==> config.mk <==
export PLATFORM = sky130hd
export DESIGN_NAME = unidade_load_store
export DESIGN_NICKNAME = d
export VERILOG_FILES = /design/src/rtl/unidade_load_store.sv
export SDC_FILE = /design/constraint.sdc
export NUM_CORES = 1
export LEC_CHECK = 0
export CORE_UTILIZATION = 25
export CTS_BUF_LIST = sky130_fd_sc_hd__clkbuf_8
export DETAILED_ROUTE_END_ITERATION = 10
export GPL_ROUTABILITY_DRIVEN = 0
export PLACE_DENSITY_LB_ADDON = 0.08
export SYNTH_ARGS = -nofsm -noshare
export SYNTH_HDL_FRONTEND = slang
export SYNTH_SLANG_ARGS = --single-unit
==> constraint.sdc <==
create_clock -name clk -period 10 [get_ports clk]
set_input_delay 3 -clock clk [delete_from_list [all_inputs] [get_ports clk]]
set_output_delay 3 -clock clk [all_outputs]
set_load 0.05 [all_outputs]
==> src/rtl/unidade_load_store.sv <==
// Load/store sequencer between the core memory stage and a word-only data memory.
// Sub-word stores are done as read-modify-write; loads are lane-selected and extended.
module unidade_load_store #(
  parameter int unsigned IDX_W           = 10,
  parameter bit          ERR_ON_MISALIGN = 1'b1
) (
  input  logic        clk,
  input  logic        rst,
  input  logic        req,
  input  logic        we,
  input  logic [2:0]  funct3,
  input  logic [31:0] addr,
  input  logic [31:0] wdata,
  output logic        ready,
  output logic        resp_valid,
  output logic [31:0] rdata,
  output logic        err,
  output logic [31:0] mem_addr,
  output logic [31:0] mem_wd,
  output logic        mem_wr,
  input  logic [31:0] mem_rd
);

  localparam int unsigned DATA_W = 32;
  localparam int unsigned HALF_W = 16;
  localparam int unsigned BYTE_W = 8;

  localparam logic [2:0] F_B  = 3'b000;
  localparam logic [2:0] F_H  = 3'b001;
  localparam logic [2:0] F_W  = 3'b010;
  localparam logic [2:0] F_BU = 3'b100;
  localparam logic [2:0] F_HU = 3'b101;

  typedef enum logic [2:0] {
    S_IDLE,
    S_RD,
    S_RMW_RD,
    S_WR,
    S_ERR,
    S_RESP
  } state_e;

  state_e              state_q, state_d;
  logic                ready_q, ready_d;
  logic                resp_valid_q, resp_valid_d;
  logic                err_q, err_d;
  logic [DATA_W-1:0]   rdata_q, rdata_d;
  logic [DATA_W-1:0]   mem_addr_q, mem_addr_d;
  logic [DATA_W-1:0]   mem_wd_q, mem_wd_d;
  logic                mem_wr_q, mem_wr_d;
  logic [2:0]          funct3_q, funct3_d;
  logic [1:0]          off_q, off_d;
  logic [HALF_W-1:0]   wlo_q, wlo_d;

  logic                is_half_c;
  logic                is_word_c;
  logic                legal_c;
  logic                misal_c;
  logic                unused_addr_hi;

  // Word-index bits above IDX_W never reach the memory.
  assign unused_addr_hi = ^addr[31:IDX_W+2];

  // Select the addressed lane of a read word and extend it to 32 bits.
  function automatic logic [DATA_W-1:0] load_extract(
    input logic [DATA_W-1:0] w,
    input logic [1:0]        off,
    input logic [2:0]        f3
  );
    logic [BYTE_W-1:0] b;
    logic [HALF_W-1:0] h;
    b = BYTE_W'(w >> {off, 3'b000});
    h = HALF_W'(w >> {off[1], 4'b0000});
    case (f3)
      F_B:     return {{(DATA_W-BYTE_W){b[BYTE_W-1]}}, b};
      F_H:     return {{(DATA_W-HALF_W){h[HALF_W-1]}}, h};
      F_BU:    return DATA_W'(b);
      F_HU:    return DATA_W'(h);
      default: return w;
    endcase
  endfunction

  // Overlay the store byte/half onto the word read back from memory.
  function automatic logic [DATA_W-1:0] store_merge(
    input logic [DATA_W-1:0] w,
    input logic [1:0]        off,
    input logic [2:0]        f3,
    input logic [HALF_W-1:0] d
  );
    logic [DATA_W-1:0] m;
    logic [DATA_W-1:0] v;
    if (f3[1:0] == 2'b01) begin
      m = DATA_W'(32'h0000_FFFF) << {off[1], 4'b0000};
      v = DATA_W'(d) << {off[1], 4'b0000};
    end else begin
      m = DATA_W'(32'h0000_00FF) << {off, 3'b000};
      v = DATA_W'(d[BYTE_W-1:0]) << {off, 3'b000};
    end
    return (w & ~m) | v;
  endfunction

  // Decode of the request currently presented on the inputs.
  always_comb begin
    is_half_c = (funct3[1:0] == 2'b01);
    is_word_c = (funct3[1:0] == 2'b10);
    if (we) begin
      legal_c = (funct3 == F_B) || (funct3 == F_H) || (funct3 == F_W);
    end else begin
      legal_c = (funct3 == F_B) || (funct3 == F_H) || (funct3 == F_W) ||
                (funct3 == F_BU) || (funct3 == F_HU);
    end
    misal_c = (is_half_c && addr[0]) || (is_word_c && (addr[1:0] != 2'b00));
  end

  // Next state and next register values.
  always_comb begin
    state_d      = state_q;
    resp_valid_d = 1'b0;
    err_d        = 1'b0;
    rdata_d      = rdata_q;
    mem_addr_d   = mem_addr_q;
    mem_wd_d     = mem_wd_q;
    mem_wr_d     = 1'b0;
    funct3_d     = funct3_q;
    off_d        = off_q;
    wlo_d        = wlo_q;

    case (state_q)
      S_IDLE: begin
        if (req) begin
          funct3_d = funct3;
          off_d    = addr[1:0];
          wlo_d    = wdata[HALF_W-1:0];
          if (!legal_c || (ERR_ON_MISALIGN && misal_c)) begin
            state_d = S_ERR;
          end else begin
            mem_addr_d = DATA_W'(addr[IDX_W+1:2]);
            if (!we) begin
              state_d = S_RD;
            end else if (funct3 == F_W) begin
              state_d  = S_WR;
              mem_wd_d = wdata;
              mem_wr_d = 1'b1;
            end else begin
              state_d = S_RMW_RD;
            end
          end
        end
      end
      S_RD: begin
        rdata_d      = load_extract(mem_rd, off_q, funct3_q);
        resp_valid_d = 1'b1;
        state_d      = S_RESP;
      end
      S_RMW_RD: begin
        mem_wd_d = store_merge(mem_rd, off_q, funct3_q, wlo_q);
        mem_wr_d = 1'b1;
        state_d  = S_WR;
      end
      S_WR: begin
        resp_valid_d = 1'b1;
        state_d      = S_RESP;
      end
      S_ERR: begin
        resp_valid_d = 1'b1;
        err_d        = 1'b1;
        state_d      = S_RESP;
      end
      S_RESP: begin
        state_d = S_IDLE;
      end
      default: begin
        state_d = S_IDLE;
      end
    endcase

    ready_d = (state_d == S_IDLE);
  end

  // Async reset clears mem_wr immediately since the memory writes on level.
  always_ff @(posedge clk or posedge rst) begin
    if (rst) begin
      state_q      <= S_IDLE;
      ready_q      <= 1'b1;
      resp_valid_q <= 1'b0;
      err_q        <= 1'b0;
      rdata_q      <= '0;
      mem_addr_q   <= '0;
      mem_wd_q     <= '0;
      mem_wr_q     <= 1'b0;
      funct3_q     <= '0;
      off_q        <= '0;
      wlo_q        <= '0;
    end else begin
      state_q      <= state_d;
      ready_q      <= ready_d;
      resp_valid_q <= resp_valid_d;
      err_q        <= err_d;
      rdata_q      <= rdata_d;
      mem_addr_q   <= mem_addr_d;
      mem_wd_q     <= mem_wd_d;
      mem_wr_q     <= mem_wr_d;
      funct3_q     <= funct3_d;
      off_q        <= off_d;
      wlo_q        <= wlo_d;
    end
  end

  assign ready      = ready_q;
  assign resp_valid = resp_valid_q;
  assign err        = err_q;
  assign rdata      = rdata_q;
  assign mem_addr   = mem_addr_q;
  assign mem_wd     = mem_wd_q;
  assign mem_wr     = mem_wr_q;

endmodule
==> metrics.txt, run 1 <==
post-DR vias/cell 4.911; fraction of layout cells with a size suffix above 1 0.1100; Final Total Pwr 2573 µW; mux cell area share after synthesis 0.1009; fillcell total 2180; Worst EP required 10.28 ns; pwr/cell area 348.3 mW/mm²; DR pass1 iterations 4; initial DRC count 342; Top delay family on crit path simple AND/OR/NAND/NOR gates; flops & latches, synth 102; endpoints failing setup 0; crit path launch type input pin; post-synthesis cell area 0.005458 mm²; Slew Limit Fails 0; Leak 0.003091 µW; Inserted Clock Buffers 9; post-synthesis simple-gate area fraction 0.1536; Die X 149.8 µm; PostCTS Resize Cnt 0; # DRC 0; Overflow after GRT 0; hold-fix buffers at CTS 0; first-pass GRT wire length 28590 µm; fin cells 957; vias in the first global route 4766; Max-Cap Viols 0; final period utilization 0.5150; CP cell instances clkdlybuf4s50_1, nor4_4, a41oi_4, or2_1, buf_4, a221o_1; syn_area_per_cell 10.07 µm²; largest net degree at the start of global routing 61; post-CTS setup buffer count 0; EDFF count, synth 0; CP Capture Type register; setup TNS 0 ns; # clock sinks 102; row cnt 53; DP HPWL 13920 µm; PnR worst setup slack 4.850 ns; gr usage total 0.1709; Worst-Margin Slew 1.196 ns; minimum clock period 5.150 ns; pre-CTS WS 4.447 ns; Post-DRT Antenna Nets 0; CTS root buffer clkbuf_8; Starting Density 0.2572; Nets 780; clk buf depth 2; initial antenna violation count 0; # diodes 0; I/O pins 203; die area 0.02243 mm²; Post-Place Cells 941; status finished, final reports clean; combinational family with the most area after synthesis compound AO/OA/AOI/OAI gates; endpoints failing hold 0; WL per Instance 19.47 µm; Core Region 0.02122 mm²; Syn. warnings 0; routed via count 4700; Worst VDD drop 0.1600 mV; most common flop cell mapped by yosys dfrtp_1; compound-gate portion of the synthesized area 0.1974; relative slew slack 0.2010; Routed WL 18640 µm; RSZ-0062 raised after global routing no; post-synthesis sequential area ratio 0.4679; clk_skew 0.01754 ns; CTS tree done; fmax 194.2 MHz; Clk Latency, worst-skew pair 0.39 ns; hold crit path type register to register; Arr. time, crit path 5.43 ns; critical path's slowest cell clkdlybuf4s50_1; Port Buf Inserts 160; post-synthesis xor/xnor area fraction 0; Worst path max stage delay 0.50 ns; Synth async-reset ratio 1.000; H-Tree Depth 3; Buffers & Inverters on Critical Path 2; Max FO, Critical Path 23; Post-Synth Adder-Cell Area 0; WS Path Type input pin to register; area growth from synthesis to layout 35.37%; CTS clk-pin slew, worst paths 0.11 ns; DIE HEIGHT 149.8 µm; Synth Instances 542; count of cell types in the netlist 56
==> area by class of cell <==
| cell class | instances | area [µm²] | area share |
|---|---|---|---|
| clock buffers | 10 | 137.6 | 0.01863 |
| clock inverters | 6 | 92.59 | 0.01253 |
| inverters | 13 | 51.30 | 0.006943 |
| multi-input cells | 384 | 2555 | 0.3458 |
| flip-flops and latches | 102 | 2554 | 0.3456 |
| well taps | 275 | 344.1 | 0.04657 |
| repair buffers | 167 | 1654 | 0.2239 |
==> Yosys cell counts, drive strengths merged (3+ instances only) <==
cell	n	area (µm²)
mux2i	19	190.2
buf	41	297.8
o31ai	14	105.1
a31o	7	61.31
a41oi	8	88.84
nor2	28	105.1
clkbuf	23	87.58
or3	5	31.28
inv	13	48.80
nand2	58	217.7
nand3b	6	45.04
dfrtp	101	2527
mux2	32	360.4
nand3	32	160.2
and2	3	18.77
a21oi	26	133.9
nor2b	8	50.05
o211a	7	70.07
a221o	17	170.2
nor3b	10	91.34
a22o	3	26.28
o21ai	35	182.7
a211oi	8	65.06
nand2b	5	31.28
a21o	4	30.03
a211o	3	26.28
a22oi	5	37.54
==> worst register-to-register path, stage by stage (launching register included) <==
cell and delay [ns]:
dfrtp_1 0.68, nor2b_1 1.00, o21ai_1 0.38, a211oi_1 0.50, o31ai_1 0.13
==> cell families (layout without fill, tap and decap cells) <==
| logic type | count (synthesis) | after routing |
|---|---|---|
| simple gates | 165 | 165 |
| compound gates | 146 | 146 |
| flops | 102 | 102 |
| buf+inv | 77 | 196 |
| mux | 51 | 51 |
| other cells | 1 | 22 |
==> stage by stage <==
stage,util,hold WS [ns],area [µm²]
after detailed placement,0.3373,0.4796,7158
after CTS,0.3482,0.5054,7388
after global placement,0.3373,0.4734,7158
after global routing,0.3482,0.5319,7388
final,0.3482,0.5058,7388
after floorplan,-,0.4767,5537
==> layout by cell type, fill, tap and decap left out, types with 12 or more instances in the layout <==
cell,n
a21oi_1,25
a221o_1,17
clkdlybuf4s50_1,160
conb_1,22
dfrtp_1,101
inv_1,12
mux2_2,32
mux2i_1,19
nand2_1,58
nand3_1,32
nor2_1,28
o21ai_0,32
o31ai_1,14
==> flip-flops by register name, summed over array words and instances, names as in the netlist <==
| signal | cells |
|---|---|
| mem_wr | 1 |
| mem_wd | 32 |
| state_q | 3 |
| err | 1 |
| rdata | 32 |
| ready | 1 |
| off_q | 2 |
| resp_valid | 1 |
| wlo_q | 16 |
| funct3_q | 3 |
| mem_addr | 10 |
==> worst paths after layout <==
kind                             startpoint         end  slack (ns)  depth (start not counted)
worst max-delay path              funct3[0]  mem_wd[17]        4.85                          6
worst min-delay path              rdata[18]   rdata[18]        0.51                          2
worst max register to register  funct3_q[0]  mem_wd[28]        7.18                          4
worst min register to register    rdata[18]   rdata[18]        0.51                          2
max in group asynchronous               rst         err        5.76                          3
min in group asynchronous               rst   mem_wd[0]        3.01                          2
==> per-layer routing <==
layer	GRT usage	wire, µm	share of wire	vias to the layer above
met1	0.2276	8309	0.45	2319
li1	-	-	-	2198
met5	0	0	0	-
met4	0.04192	218	0.012	0
met2	0.2759	8881	0.48	169
met3	0.04299	1228	0.066	14
==> report_power, final <==
part / switching (µW) / internal (µW)
clock: 158 / 150
combinational: 966 / 522
sequential: 166 / 612
total: 1290 / 1280
(Power assumes the default switching activity.)
==> run 2: changes to the inputs <==
==> constraint.sdc (replaced) <==
create_clock -name clk -period 5.3 [get_ports clk]
set_input_delay 1.59 -clock clk [delete_from_list [all_inputs] [get_ports clk]]
set_output_delay 1.59 -clock clk [all_outputs]
set_load 0.05 [all_outputs]
==> run 2 against run 1 <==
Compared with the run above: total power grew 90%; sequential share of layout area fell by 0.12 points; first-iteration DRC count down 25%; global-route usage decreased by 0.49 points; design area is 0.36% higher; utilization is 0.12 points higher; critical path depth fell by 1; critical path type unchanged; largest power group unchanged; highest routed layer unchanged.
==> metrics.txt, run 2 (synthesized netlist as in run 1, its figures left out) <==
status finished, final reports clean (unchanged); Routed WL 18450 µm (was 18640 µm); Worst path max stage delay 0.71 ns (was 0.50 ns); critical path's slowest cell or2_1 (was clkdlybuf4s50_1); # DRC 0 (unchanged); reg2reg end mem_wd[28] (unchanged); initial DRC count 255 (was 342); post-CTS setup buffer count 0 (unchanged); Core Region 0.02122 mm² (unchanged); reg2reg path depth 4 (unchanged); Top delay family on crit path simple AND/OR/NAND/NOR gates (unchanged); CP cell instances clkdlybuf4s50_1, nor4_4, a41oi_4, or2_1, a221o_1 (was clkdlybuf4s50_1, nor4_4, a41oi_4, or2_1, buf_4, a221o_1); internal power 2479 µW (was 1283 µW); Worst EP required 5.58 ns (was 10.28 ns); Hold Slack 0.5052 ns (was 0.5058 ns); Inserted Clock Buffers 9 (unchanged); hold crit path type register to register (unchanged); CP Capture Type register (unchanged); clk buf depth 2 (unchanged); CP Depth 5 (was 6); row cnt 53 (unchanged); pwr/cell area 661.1 mW/mm² (was 348.3 mW/mm²); RSZ-0062 raised after global routing no (unchanged); fmax 261.3 MHz; endpoints failing hold 0 (unchanged); Max FO, Critical Path 32 (was 23); Buffers & Inverters on Critical Path 1 (was 2); relative slew slack 0.2073 (was 0.2010); Die X 149.8 µm (unchanged); CTS clk-pin slew, worst paths 0.10 ns (was 0.11 ns); Worst setup endpoint mem_wd[20] (was mem_wd[17]); # diodes 0 (unchanged); Worst-Margin Slew 1.187 ns (was 1.196 ns); Leak 0.003104 µW (was 0.003091 µW); start point of the critical path addr[0] (was funct3[0]); worst r2r src funct3_q[0] (unchanged); clk_skew 0.009430 ns (was 0.01754 ns); WL per Instance 19.28 µm (was 19.47 µm); gr usage total 0.1660 (was 0.1709); largest net degree at the start of global routing 60 (was 61); Nets 780 (unchanged); routed via count 4668 (was 4700); die area 0.02243 mm² (unchanged); most frequent cells in the layout clkdlybuf4s50_1, dfrtp_1, nand2_1 (unchanged); setup TNS 0 ns (unchanged); Overflow after GRT 0 (unchanged); dpl cell area 0.007158 mm² (unchanged); Final Total Pwr 4902 µW (was 2573 µW); initial antenna violation count 0 (unchanged); Slew Limit Fails 0 (unchanged); Comb pwr share 0.573 (was 0.578); Post-DRT Antenna Nets 0 (unchanged); r2r setup slk 2.49 ns (was 7.18 ns); Seq pwr share 0.299 (was 0.302); DR pass1 iterations 5 (was 4); Worst VDD drop 0.3316 mV (was 0.1600 mV); vias in the first global route 4808 (was 4766); CTS tree done (unchanged); Port Buf Inserts 160 (unchanged); fraction of layout cells with a size suffix above 1 0.1100 (unchanged); switching share of power 0.4942 (was 0.5013); switching power 2422 µW (was 1290 µW); # clock sinks 102 (unchanged); Starting Density 0.2572 (unchanged); Max-Cap Viols 0 (unchanged); hold-fix buffers at CTS 0 (unchanged); crit path launch type input pin (unchanged); CTS root buffer clkbuf_8 (unchanged); first-pass GRT wire length 27930 µm (was 28590 µm); post-route design area 0.007415 mm² (was 0.007388 mm²); most common cell after layout, fill and taps aside clkdlybuf4s50_1 (unchanged); clock network power share 0.128 (was 0.120); Clk Latency, worst-skew pair 0.39 ns (about the same); I/O pins 203 (unchanged); minimum clock period 3.827 ns; endpoints failing setup 0 (unchanged); final period utilization 0.7221; DIE HEIGHT 149.8 µm (unchanged); Arr. time, crit path 4.11 ns (was 5.43 ns); Util after Layout 0.3494 (was 0.3482); DP HPWL 13920 µm (about the same); WS Path Type input pin to register (unchanged); post-DR vias/cell 4.878 (was 4.911); area growth from synthesis to layout 35.86% (was 35.37%); PostCTS Resize Cnt 0 (unchanged); H-Tree Depth 3 (unchanged)
[run 2: power groups by stage]
stage	registers [µW]	clock network, µW	logic [µW]
global route	1520	672	2980
global placement	1480	0	2800
finish	1460	627	2810
detailed placement	1490	0	2820
floorplan	2340	0	1020
CTS	1470	652	2830
[run 2: worst min-delay path by stage]
stage / from / to / slack [ns] / cells past startpoint
6_report: rdata[26] / rdata[26] / 0.51 / 2
5_1_grt: rdata[26] / rdata[26] / 0.53 / 2
4_1_cts: rdata[28] / rdata[28] / 0.51 / 2
3_5_place_dp: rdata[2] / rdata[2] / 0.49 / 2
3_3_place_gp: rdata[2] / rdata[2] / 0.48 / 2
2_1_floorplan: wlo_q[15] / wlo_q[15] / 0.48 / 1
[run 2: worst register-to-register path: cells and delay by family (launching register included)]
kind / cells / cell delay, ns
flops: 1 / 0.69
simple gates: 1 / 0.99
compound gates: 3 / 0.96
[run 2: cell type report]
cell class              instances  area (µm²)
clock buffers                  11       151.4
clock inverters                 5       105.1
fillers                      2174       13810
inverters                      13       51.30
multi-input cells             384        2555
flip-flops and latches        102        2554
well taps                     275       344.1
repair buffers                167        1654
[run 2: metal layers]
metal	part of all wire	global-route usage
met4	0.014	0.04444
met3	0.061	0.03354
met5	0	0
met2	0.48	0.2718
met1	0.45	0.2217
[run 2: through the flow]
stage / instances / worst slack, ns
finish: 957 / 1.473
global route: 957 / 1.245
CTS: 957 / 1.430
detailed placement: 941 / 1.013
global placement: 941 / 1.073
floorplan: 563 / 1.036
==> run 3: changes to the inputs <==
==> constraint.sdc (replaced) <==
create_clock -name clk -period 3.1 [get_ports clk]
set_input_delay 0.93 -clock clk [delete_from_list [all_inputs] [get_ports clk]]
set_output_delay 0.93 -clock clk [all_outputs]
set_load 0.05 [all_outputs]
==> run 3 against run 2 <==
Compared with the run above: total power increased by 68%; register-to-register slack got worse by 1.7 ns; highest routed layer is now met5; global-route usage increased by 0.34 points; via count increased by 0.69%; clock skew increased by 0.014 ns; final cell count increased by 0.84%; sequential share of layout area decreased by 0.15 points; sequential cell count unchanged; hold slack got worse by 0.0037 ns; critical path depth decreased by 4; utilization increased by 0.15 points; wire length increased by 1.3%.
==> metrics.txt, run 3 (synthesized netlist as in run 1, its figures left out) <==
gr usage total 0.1694 (was 0.1660); clk_skew 0.02322 ns (was 0.009430 ns); Overflow after GRT 0 (unchanged); Buffers & Inverters on Critical Path 1 (unchanged); WS Path Type register to output pin (was input pin to register); Slew Limit Fails 0 (unchanged); Routed WL 18690 µm (was 18450 µm); die area 0.02243 mm² (unchanged); hold crit path type register to register (unchanged); most frequent cells in the layout clkdlybuf4s50_1, dfrtp_1, nand2_1 (unchanged); routed via count 4700 (was 4668); CP cell instances clkdlybuf4s50_1 (was clkdlybuf4s50_1, nor4_4, a41oi_4, or2_1, a221o_1); area growth from synthesis to layout 36.45% (was 35.86%); H-Tree Depth 3 (unchanged); worst r2r src funct3_q[0] (unchanged); Hold Slack 0.5014 ns (was 0.5052 ns); hold-fix buffers at CTS 0 (unchanged); endpoints failing hold 0 (unchanged); DIE HEIGHT 149.8 µm (unchanged); Max FO, Critical Path 1 (was 32); Post-DRT Antenna Nets 0 (unchanged); DR pass1 iterations 4 (was 5); CTS tree done (unchanged); Leak 0.003121 µW (was 0.003104 µW); WL per Instance 19.37 µm (was 19.28 µm); grt peak-use layer met2 (unchanged); largest net degree at the start of global routing 92 (was 60); crit path launch type register (was input pin); critical path's slowest cell clkdlybuf4s50_1 (was or2_1); # clock sinks 102 (unchanged); minimum clock period 2.640 ns; first-pass GRT wire length 28310 µm (was 27930 µm); post-CTS setup buffer count 0 (unchanged); initial antenna violation count 1 (was 0); met1 Usage GRT 0.2220 (was 0.2217); pwr/cell area 1109 mW/mm² (was 661.1 mW/mm²); fillcell total 2209 (was 2174); most common cell after layout, fill and taps aside clkdlybuf4s50_1 (unchanged); Worst VDD drop 0.4968 mV (was 0.3316 mV); relative slew slack 0.4422 (was 0.2073); vias in the first global route 4746 (was 4808); FF/Latch Area 0.002554 mm² (unchanged); status finished, final reports clean (unchanged); setup TNS 0 ns (unchanged); post-route design area 0.007447 mm² (was 0.007415 mm²); Worst path max stage delay 0.80 ns (was 0.71 ns); # DRC 0 (unchanged); dpl cell area 0.007244 mm² (was 0.007158 mm²); endpoints failing setup 0 (unchanged); I/O pins 203 (unchanged); CTS clk-pin slew, worst paths 0.10 ns (about the same); fmax 378.9 MHz; Max-Cap Viols 0 (unchanged); Inserted Clock Buffers 9 (unchanged); Starting Density 0.2572 (unchanged); CP Capture Type output pin (was register); post-DR vias/cell 4.870 (was 4.878); start point of the critical path ready (was addr[0]); clk buf depth 2 (unchanged); grt met3 use 0.03902 (was 0.03354); Post-Place Cells 949 (was 941); final period utilization 0.8515; fin cells 965 (was 957); Clk Latency, worst-skew pair 0.40 ns (was 0.39 ns); fraction of layout cells with a size suffix above 1 0.1203 (was 0.1100); HP Start rdata[24] (was rdata[26]); initial DRC count 263 (was 255); multi-input logic area 0.002555 mm² (unchanged); PostCTS Resize Cnt 0 (unchanged); Nets 788 (was 780); Worst EP required 2.17 ns (was 5.58 ns); # diodes 0 (unchanged); Arr. time, crit path 1.71 ns (was 4.11 ns); Die X 149.8 µm (unchanged); CTS root buffer clkbuf_8 (unchanged); RSZ-0062 raised after global routing no (unchanged); DP HPWL 14050 µm (was 13920 µm); Top delay family on crit path buffers and inverters (was simple AND/OR/NAND/NOR gates); row cnt 53 (unchanged); Port Buf Inserts 160 (unchanged); Worst-Margin Slew 0.8348 ns (was 1.187 ns); met2 GRT Util 0.2806 (was 0.2718); Core Region 0.02122 mm² (unchanged)
==> run 3: cell types whose count changed in the layout (fill, tap and decap cells not counted) <==
cell | before | now
clkbuf_8 | 11 | 9
buf_12 | 0 | 2
clkinv_2 | 0 | 1
inv_4 | 1 | 0
buf_4 | 7 | 13
clkinvlp_4 | 2 | 3
inv_8 | 0 | 1
bufinv_16 | 3 | 1
inv_6 | 0 | 2
==> run 3: path summary, 6_finish.rpt <==
| kind | end | cells after the start | slack (ns) |
|---|---|---|---|
| max | ready | 1 | 0.46 |
| min | rdata[24] | 2 | 0.50 |
| max reg2reg | mem_wd[15] | 4 | 0.80 |
| min reg2reg | rdata[24] | 2 | 0.50 |
| max in group asynchronous | rdata[26] | 3 | 1.45 |
| min in group asynchronous | mem_addr[9] | 2 | 0.84 |
==> run 3: per-layer routing <==
metal | wire [µm] | vias up | share of wire
met5 | 11 | - | 0.00059
met4 | 208 | 2 | 0.011
met3 | 1137 | 15 | 0.061
met2 | 9083 | 150 | 0.49
met1 | 8252 | 2323 | 0.44
li1 | - | 2210 | -
==> run 3: cell type report <==
class / count / share of cell area
clock buffers: 9 / 0.01663
clock inverters: 7 / 0.01058
inverters: 13 / 0.007056
multi-input cells: 384 / 0.3431
flip-flops and latches: 102 / 0.3429
well taps: 275 / 0.04620
repair buffers: 175 / 0.2335
==> run 3: power by group <==
group | internal [µW] | leakage, µW | switching, µW
registers | 1970 | 0.00124 | 546
clock network | 384 | 0.0000982 | 526
logic | 1720 | 0.00178 | 3110
==> run 3: metrics by stage <==
stage                     power, µW    util  setup WS [ns]
after detailed placement       7405  0.3414         0.1587
after CTS                      8346  0.3509         0.4179
after global routing           8748  0.3509         0.4192
after floorplan                5747       -         0.6854
final                          8259  0.3509         0.4605
after global placement         7365  0.3414         0.2034
